==> config.mk <==
export PLATFORM = sky130hd
export DESIGN_NAME = alu_decode_stage
export DESIGN_NICKNAME = d
export VERILOG_FILES = /design/src/rtl/alu_decode_stage.sv
export SDC_FILE = /design/constraint.sdc
export NUM_CORES = 1
export LEC_CHECK = 0
export CAP_MARGIN = 25
export CORE_MARGIN = 2
export CORE_UTILIZATION = 38
export CTS_CLUSTER_SIZE = 20
export DETAILED_ROUTE_END_ITERATION = 6
export GPL_ROUTABILITY_DRIVEN = 0
export GPL_TIMING_DRIVEN = 0
export PLACE_DENSITY_LB_ADDON = 0.2
export SLEW_MARGIN = 20
export SYNTH_ARGS = -nofsm -noshare
export SYNTH_HDL_FRONTEND = slang
export SYNTH_SLANG_ARGS = --single-unit
==> constraint.sdc <==
create_clock -name clk -period 2.91 [get_ports clk]
set_clock_uncertainty 0.05 [all_clocks]
set_input_delay 0.7275 -clock clk [delete_from_list [all_inputs] [get_ports clk]]
set_output_delay 0.7275 -clock clk [all_outputs]
set_load 0.01 [all_outputs]
==> src/rtl/alu_decode_stage.sv <==
// alu_decode_stage: registered RV32I OP/OP-IMM/LUI/AUIPC decoder; ports: clk, async reset, flush, in valid/ready with instr/pc/rs1_data/rs2_data, out valid/ready with alu_a/alu_b/alu_op/alu_sub_sra/rd/rd_we/illegal
module alu_decode_stage #(
  parameter int XLEN = 32
) (
  input  logic            clk,
  input  logic            reset,
  input  logic            flush,
  input  logic            in_valid,
  output logic            in_ready,
  input  logic [31:0]     instr,
  input  logic [XLEN-1:0] pc,
  input  logic [XLEN-1:0] rs1_data,
  input  logic [XLEN-1:0] rs2_data,
  output logic            out_valid,
  input  logic            out_ready,
  output logic [XLEN-1:0] alu_a,
  output logic [XLEN-1:0] alu_b,
  output logic [2:0]      alu_op,
  output logic            alu_sub_sra,
  output logic [4:0]      rd,
  output logic            rd_we,
  output logic            illegal
);
  logic [6:0] opc, f7;
  logic [2:0] f3;
  logic is_op, is_imm, is_lui, is_auipc, addsub_shr, ill_d, ss_d, accept;
  logic [XLEN-1:0] imm_i, imm_u, a_d, b_d;
  always_comb begin
    opc        = instr[6:0];
    f3         = instr[14:12];
    f7         = instr[31:25];
    is_op      = opc == 7'b0110011;
    is_imm     = opc == 7'b0010011;
    is_lui     = opc == 7'b0110111;
    is_auipc   = opc == 7'b0010111;
    addsub_shr = f3 == 3'b000 || f3 == 3'b101;
    imm_i      = XLEN'($signed(instr[31:20]));
    imm_u      = XLEN'($signed({instr[31:12], 12'b0}));
    a_d        = (is_op || is_imm) ? rs1_data : is_auipc ? pc : '0;
    b_d        = is_op ? rs2_data : is_imm ? imm_i : (is_lui || is_auipc) ? imm_u : '0;
    // ADDI shares funct3 000 with ADD/SUB but has no alternate form, so only SRAI may set the bit
    ss_d       = is_op ? addsub_shr && instr[30] : is_imm ? f3 == 3'b101 && instr[30] : 1'b0;
    ill_d      = is_op  ? !(f7 == 7'b0000000 || (f7 == 7'b0100000 && addsub_shr)) :
                 is_imm ? (f3 == 3'b001 && f7 != 7'b0000000) ||
                          (f3 == 3'b101 && f7 != 7'b0000000 && f7 != 7'b0100000) :
                 !(is_lui || is_auipc);
  end
  assign in_ready = !out_valid || out_ready;
  assign accept   = in_valid && in_ready;
  always_ff @(posedge clk or posedge reset) begin
    if (reset) begin
      out_valid   <= 1'b0;
      alu_a       <= '0;
      alu_b       <= '0;
      alu_op      <= '0;
      alu_sub_sra <= 1'b0;
      rd          <= '0;
      rd_we       <= 1'b0;
      illegal     <= 1'b0;
    end else if (flush) begin
      out_valid <= 1'b0;
    end else if (accept) begin
      out_valid   <= 1'b1;
      alu_a       <= a_d;
      alu_b       <= b_d;
      alu_op      <= (is_op || is_imm) ? f3 : 3'b000;
      alu_sub_sra <= ss_d;
      rd          <= instr[11:7];
      rd_we       <= !ill_d && instr[11:7] != 5'd0;
      illegal     <= ill_d;
    end else if (out_ready) begin
      out_valid <= 1'b0;
    end
  end
endmodule

After elaboration in Yosys (flattened, before gate mapping)
Cells that the tools add are included.
- multipliers: 0
- reductions and logical operators: 24
- bitwise gates (word level): 1
- add/subtract/negate cells: 0
- order comparisons: 0
- equal/unequal tests: 8
- shift-type cells: 0
- mux-type cells: 13
- div/mod/pow operators: 0
- operators with widths (kind ; number):
    two-way mux 32 bit ; 5
    == test 7 x 6 -> 1 bit (second input constant) ; 3
    == test 7 x 5 -> 1 bit (second input constant) ; 2
    logical AND 1 bit ; 8
    zero test 7 bit ; 1
    two-way mux 1 bit ; 7
    != test 7 x 6 -> 1 bit (second input constant) ; 1
    nonzero test 7 bit ; 1
    logical OR 1 bit ; 6
    nonzero test 5 bit ; 1
    zero test 1 bit ; 4
    == test 3 x 1 -> 1 bit (second input constant) ; 1
    == test 3 bit (second input constant) ; 1
    zero test 3 bit ; 1
    two-way mux 3 bit ; 1
    nonzero test 3 bit ; 1
    AND reduction 2 bit ; 1
    inverter 1 bit ; 1
- register bits: 76
- bits in read-only memories: 0
- memories: 0
- bits in latches: 0
- input bits: 133
- memory bits (writable): 0

Depth between registers and ports, before layout
- word-level depth: 8
- depth in mapped cells: 7

Least setup slack after synthesis
Ideal clock, no wire load.
- path type: input -> register
- start point: input port instr[28]
- end point: register illegal
- data arrival time: 1.697 ns
- slack: 1.042 ns
- path buffers: 0
- stages: 4
- cells stage by stage: or4_1 nor3_1 o311ai_1 o22a_1
- word-level cells in the longest chain between the ends: 6
- RTL lines (what ; RTL line ; source):
    from (decl) ; 10 ; input logic [31:0] instr,
    nonzero test 7 bit ; 44, 45 ;
    logical AND 1 bit (2 in series) ; 45 ; (f3 == 3'b101 && f7 != 7'b0000000 && f7 != 7'b0100000) :
    logical OR 1 bit ; 44 ; is_imm ? (f3 == 3'b001 && f7 != 7'b0000000) ||
    two-way mux 1 bit ; 44 ;
    two-way mux 1 bit * ; 43 ; ill_d = is_op ? !(f7 == 7'b0000000 || (f7 == 7'b0100000 && addsub_shr)) :
    to (signal assigned) ; 70 ; illegal <= ill_d;
    to (decl) ; 22 ; output logic illegal
Mark *: on every way between the ends. The rest lies on a longest branch, timed or not.
A chain may end at the register's enable or synchronous reset.

Final worst setup path
- start point: input port out_ready
- end point: output port in_ready
- word-level cells in the longest chain between the ends: 1
- RTL lines (what ; RTL line ; source):
    from (decl) ; 15 ; input logic out_ready,
    logical OR 1 bit ; 48 ; assign in_ready = !out_valid || out_ready;
    to (decl) ; 9 ; output logic in_ready,
No other way between the ends.

==> run_results.csv <==
group,metric,value,unit
routing,routed-via-count,3452,
floorplanning,dieArea,9917,µm²
synth,synthCells,323,
cts,cts_hold_buf,0,
cts,cts_setup_buffers,0,
setup_path,crit_path_cell_trace,"clkdlybuf4s50_1 -> nor2b_4 -> inv_2 -> clkdlybuf4s50_1",
synth,yosysSeqAreaShare,54.77,%
cts,cts.htree.levels,3,
synth,syn-mean-instance-area,10.75,µm²
sta,max_freq,375.0,MHz
synth,ys_top_cells_by_count,"dfrtp_1, and2_1, a221o_1",
power,clkPwrFrac,29.8,%
final_layout,n_antenna_cell,0,
synth,syn_nets,456,
floorplanning,die-height,99.59,µm
setup_path,rrSetupSlack,1.06,ns
synth,synthFlopType,"dfrtp_1",
power,power_density,403.5,nW/µm²
synth,synth_edf_count,0,
synth,synth.cell_area,3472,µm²
hold_path,min_to,"rd[0]",
routing,finalWirelength,11660,µm
sta,worst_pin_slew,0.8310,ns
routing,drtIter0Drc,125,
power,p_sw,0.6131,mW
synth,synth.most_common_cell,"dfrtp_1",
cts,clock_path_buffers,2,
synth,ys_warn_count,0,
synth,ys_seq_elements,76,
power,power_frac_comb,21.6,%
synth,synthDistinctLibCells,36,
setup_path,crit_type,"primary input to primary output",
power,p_int,1.758,mW
final_layout,fin_nets,675,
hold_path,hold_class,"register to register",
hold_path,holdCritStartpoint,"rd[0]",
global_routing,grt_overflow_total,0,
placement,preCtsSetupSlack,0.2320,ns
sta,setup_ws,0.2433,ns
final_layout,syn_to_final_growth,69.26,%
cts,cts_buffers,9,
setup_path,rr_endpoint,"illegal",
sta,fin_crit_sh,91.64,%
synth,synth_largest_area_cell,"dfrtp_1",
cts,clock_latency,0.34,ns
floorplanning,die_w,99.59,µm
synth,yosysTopAreaCellShare,54.77,%
global_routing,grtUsageMet1,28.49,%
global_routing,grt_pass1_vias,3510,
routing,wire_per_inst,17.83,µm
final_layout,ff_latch_area,1902,µm²
placement,place_area,5709,µm²
final_layout,multi_input_area,1416,µm²
setup_path,worstPathArrival,1.89,ns
job,maxCapViolCount,0,
power,worst_ir_drop_vdd,0.2936,mV
setup_path,cpMostUsedCell,"clkdlybuf4s50_1",
setup_path,crit_required,2.13,ns
sta,hold_viol,0,
setup_path,slowest_delay,0.53,ns
routing,drt_pass1_iterations,4,
routing,via_per_inst,5.278,
run_status,status,"finished, final reports clean",
setup_path,timing.rr.start,"out_valid",
sta,setup_violations,0,
setup_path,r2r_cells,5,
cts,clk_pin_slew,0.08,ns
cts,clkSinkCount,76,
global_routing,grt_antenna_before_repair,0,
floorplanning,io_pins,210,
sta,min_period,2.667,ns
setup_path,cp_top_family,"buffers and inverters",
synth,synthTopCellsByArea,"dfrtp_1, a221o_1, and2_1, a22oi_1, nand2_1",
power,switching_share,25.85,%
placement,hpwl,8907,µm
synth,async_reset_ff_share,100.0,%
cts,cts-root-buf,"clkbuf_8",
global_routing,grt_usage,23.27,%
hold_path,hold_depth,2,
routing,antenna_left,0,
global_routing,grt_first_pass_wirelength,18150,µm
setup_path,path_buf_inv,3,
placement,port_buffers,207,
routing,drc,0,
floorplanning,placementRows,34,
final_layout,layout-drive-gt1-share,7.143,%
final_layout,fillCellCount,736,
final_layout,design_area,5877,µm²
setup_path,crit_fanout,3,
setup_path,crit_path_start_kind,"primary input",
power,cellLeakagePower,2.513,nW
cts,cts_resized,0,
setup_path,cp_slowest_cell,"clkdlybuf4s50_1",
global_routing,busiest_layer,"met2",
power,power.total,2.371,mW
sta,rsz0062_at_grt,"false",
sta,timing.final.max_slew_violations,0,
power,p_seq_share,48.6,%
setup_path,worstSetupEndpointType,"primary output",
global_routing,grtUsageMet2,40.28,%
sta,relSlewSlack,44.60,%
floorplanning,start_util,39.43,%
floorplanning,coreArea,8806,µm²
cts,cts_tree,"done",
global_routing,gr-usage-met3,7.098,%
global_routing,grt_max_degree,51,
## cells in the final DEF (no fill, tap or decap), drive strengths merged, types with 16 or more instances in the layout
master / netlist / final
clkdlybuf4s50: 0 / 207
dfrtp: 76 / 76
and2: 33 / 33
a221o: 32 / 32
nand2: 31 / 31
nor2: 25 / 25
a21oi: 22 / 22
clkbuf: 10 / 21
a22oi: 19 / 19
buf: 16 / 17
o21ai: 16 / 16
## how the worst max path moves through the flow
stage	from	end	cells after the start
finish	out_ready	in_ready	4
global route	out_ready	in_ready	4
CTS	out_ready	in_ready	4
detailed placement	out_ready	in_ready	4
global placement	reset	alu_b[17]	2
floorplan	reset	alu_a[0]	1
## metrics by stage
stage	hold slack, ns	util (%)	std cells	TNS (ns)
after floorplan	0.4591	-	323	0
after global placement	0.4119	64.49	638	-84.74
after detailed placement	0.4132	64.83	639	0
after CTS	0.4343	66.74	654	0
after global routing	0.4705	66.74	654	0
final	0.4341	66.74	654	0
## logic make-up (layout without fill, tap and decap cells)
logic type | count (synthesis) | after routing | synth area share, %
simple gates | 106 | 106 | 16.43
compound gates | 98 | 98 | 20.94
flops | 76 | 76 | 54.77
buf+inv | 31 | 254 | 4.433
mux | 11 | 11 | 3.171
xor+xnor | 1 | 1 | 0.2523
## routing by layer
| metal | wire [µm] | up-vias |
|---|---|---|
| met5 | 0 | - |
| met4 | 83 | 0 |
| met3 | 1041 | 10 |
| met2 | 5667 | 162 |
| met1 | 4865 | 1661 |
| li1 | - | 1619 |
## worst register-to-register path, cell delays in order, from the launching register on
cell,delay [ns]
dfrtp_1,0.38
nor2b_4,0.14
nor3b_2,0.35
clkbuf_1,0.45
o311ai_1,0.18
o22a_1,0.18
## power by group through the flow
stage          Combinational (mW)  Clock [mW]  Sequential (mW)
3_3_place_gp                0.501           0             1.17
6_report                    0.512       0.707             1.15
5_1_grt                     0.549       0.769             1.16
3_5_place_dp                0.515           0             1.17
2_1_floorplan               0.122           0             1.20
4_1_cts                     0.518       0.727             1.15
## registers in the layout, summed over array words and instances, names as in the netlist
name / count
alu_b: 32
illegal: 1
alu_op: 3
alu_a: 32
alu_sub_sra: 1
out_valid: 1
rd: 5
rd_we: 1
## layout make-up
cell class                 instances  share of cell area, %
inverter                           5                 0.3619
sequential                        76                  32.36
clock buffer                      11                  2.406
multi-input combinational        216                  24.10
clock inverter                     4                 0.4471
timing repair buffer             208                  35.72
tap                              108                  2.299
buffer                            26                  2.299
Power figures use the tool's default switching activity.
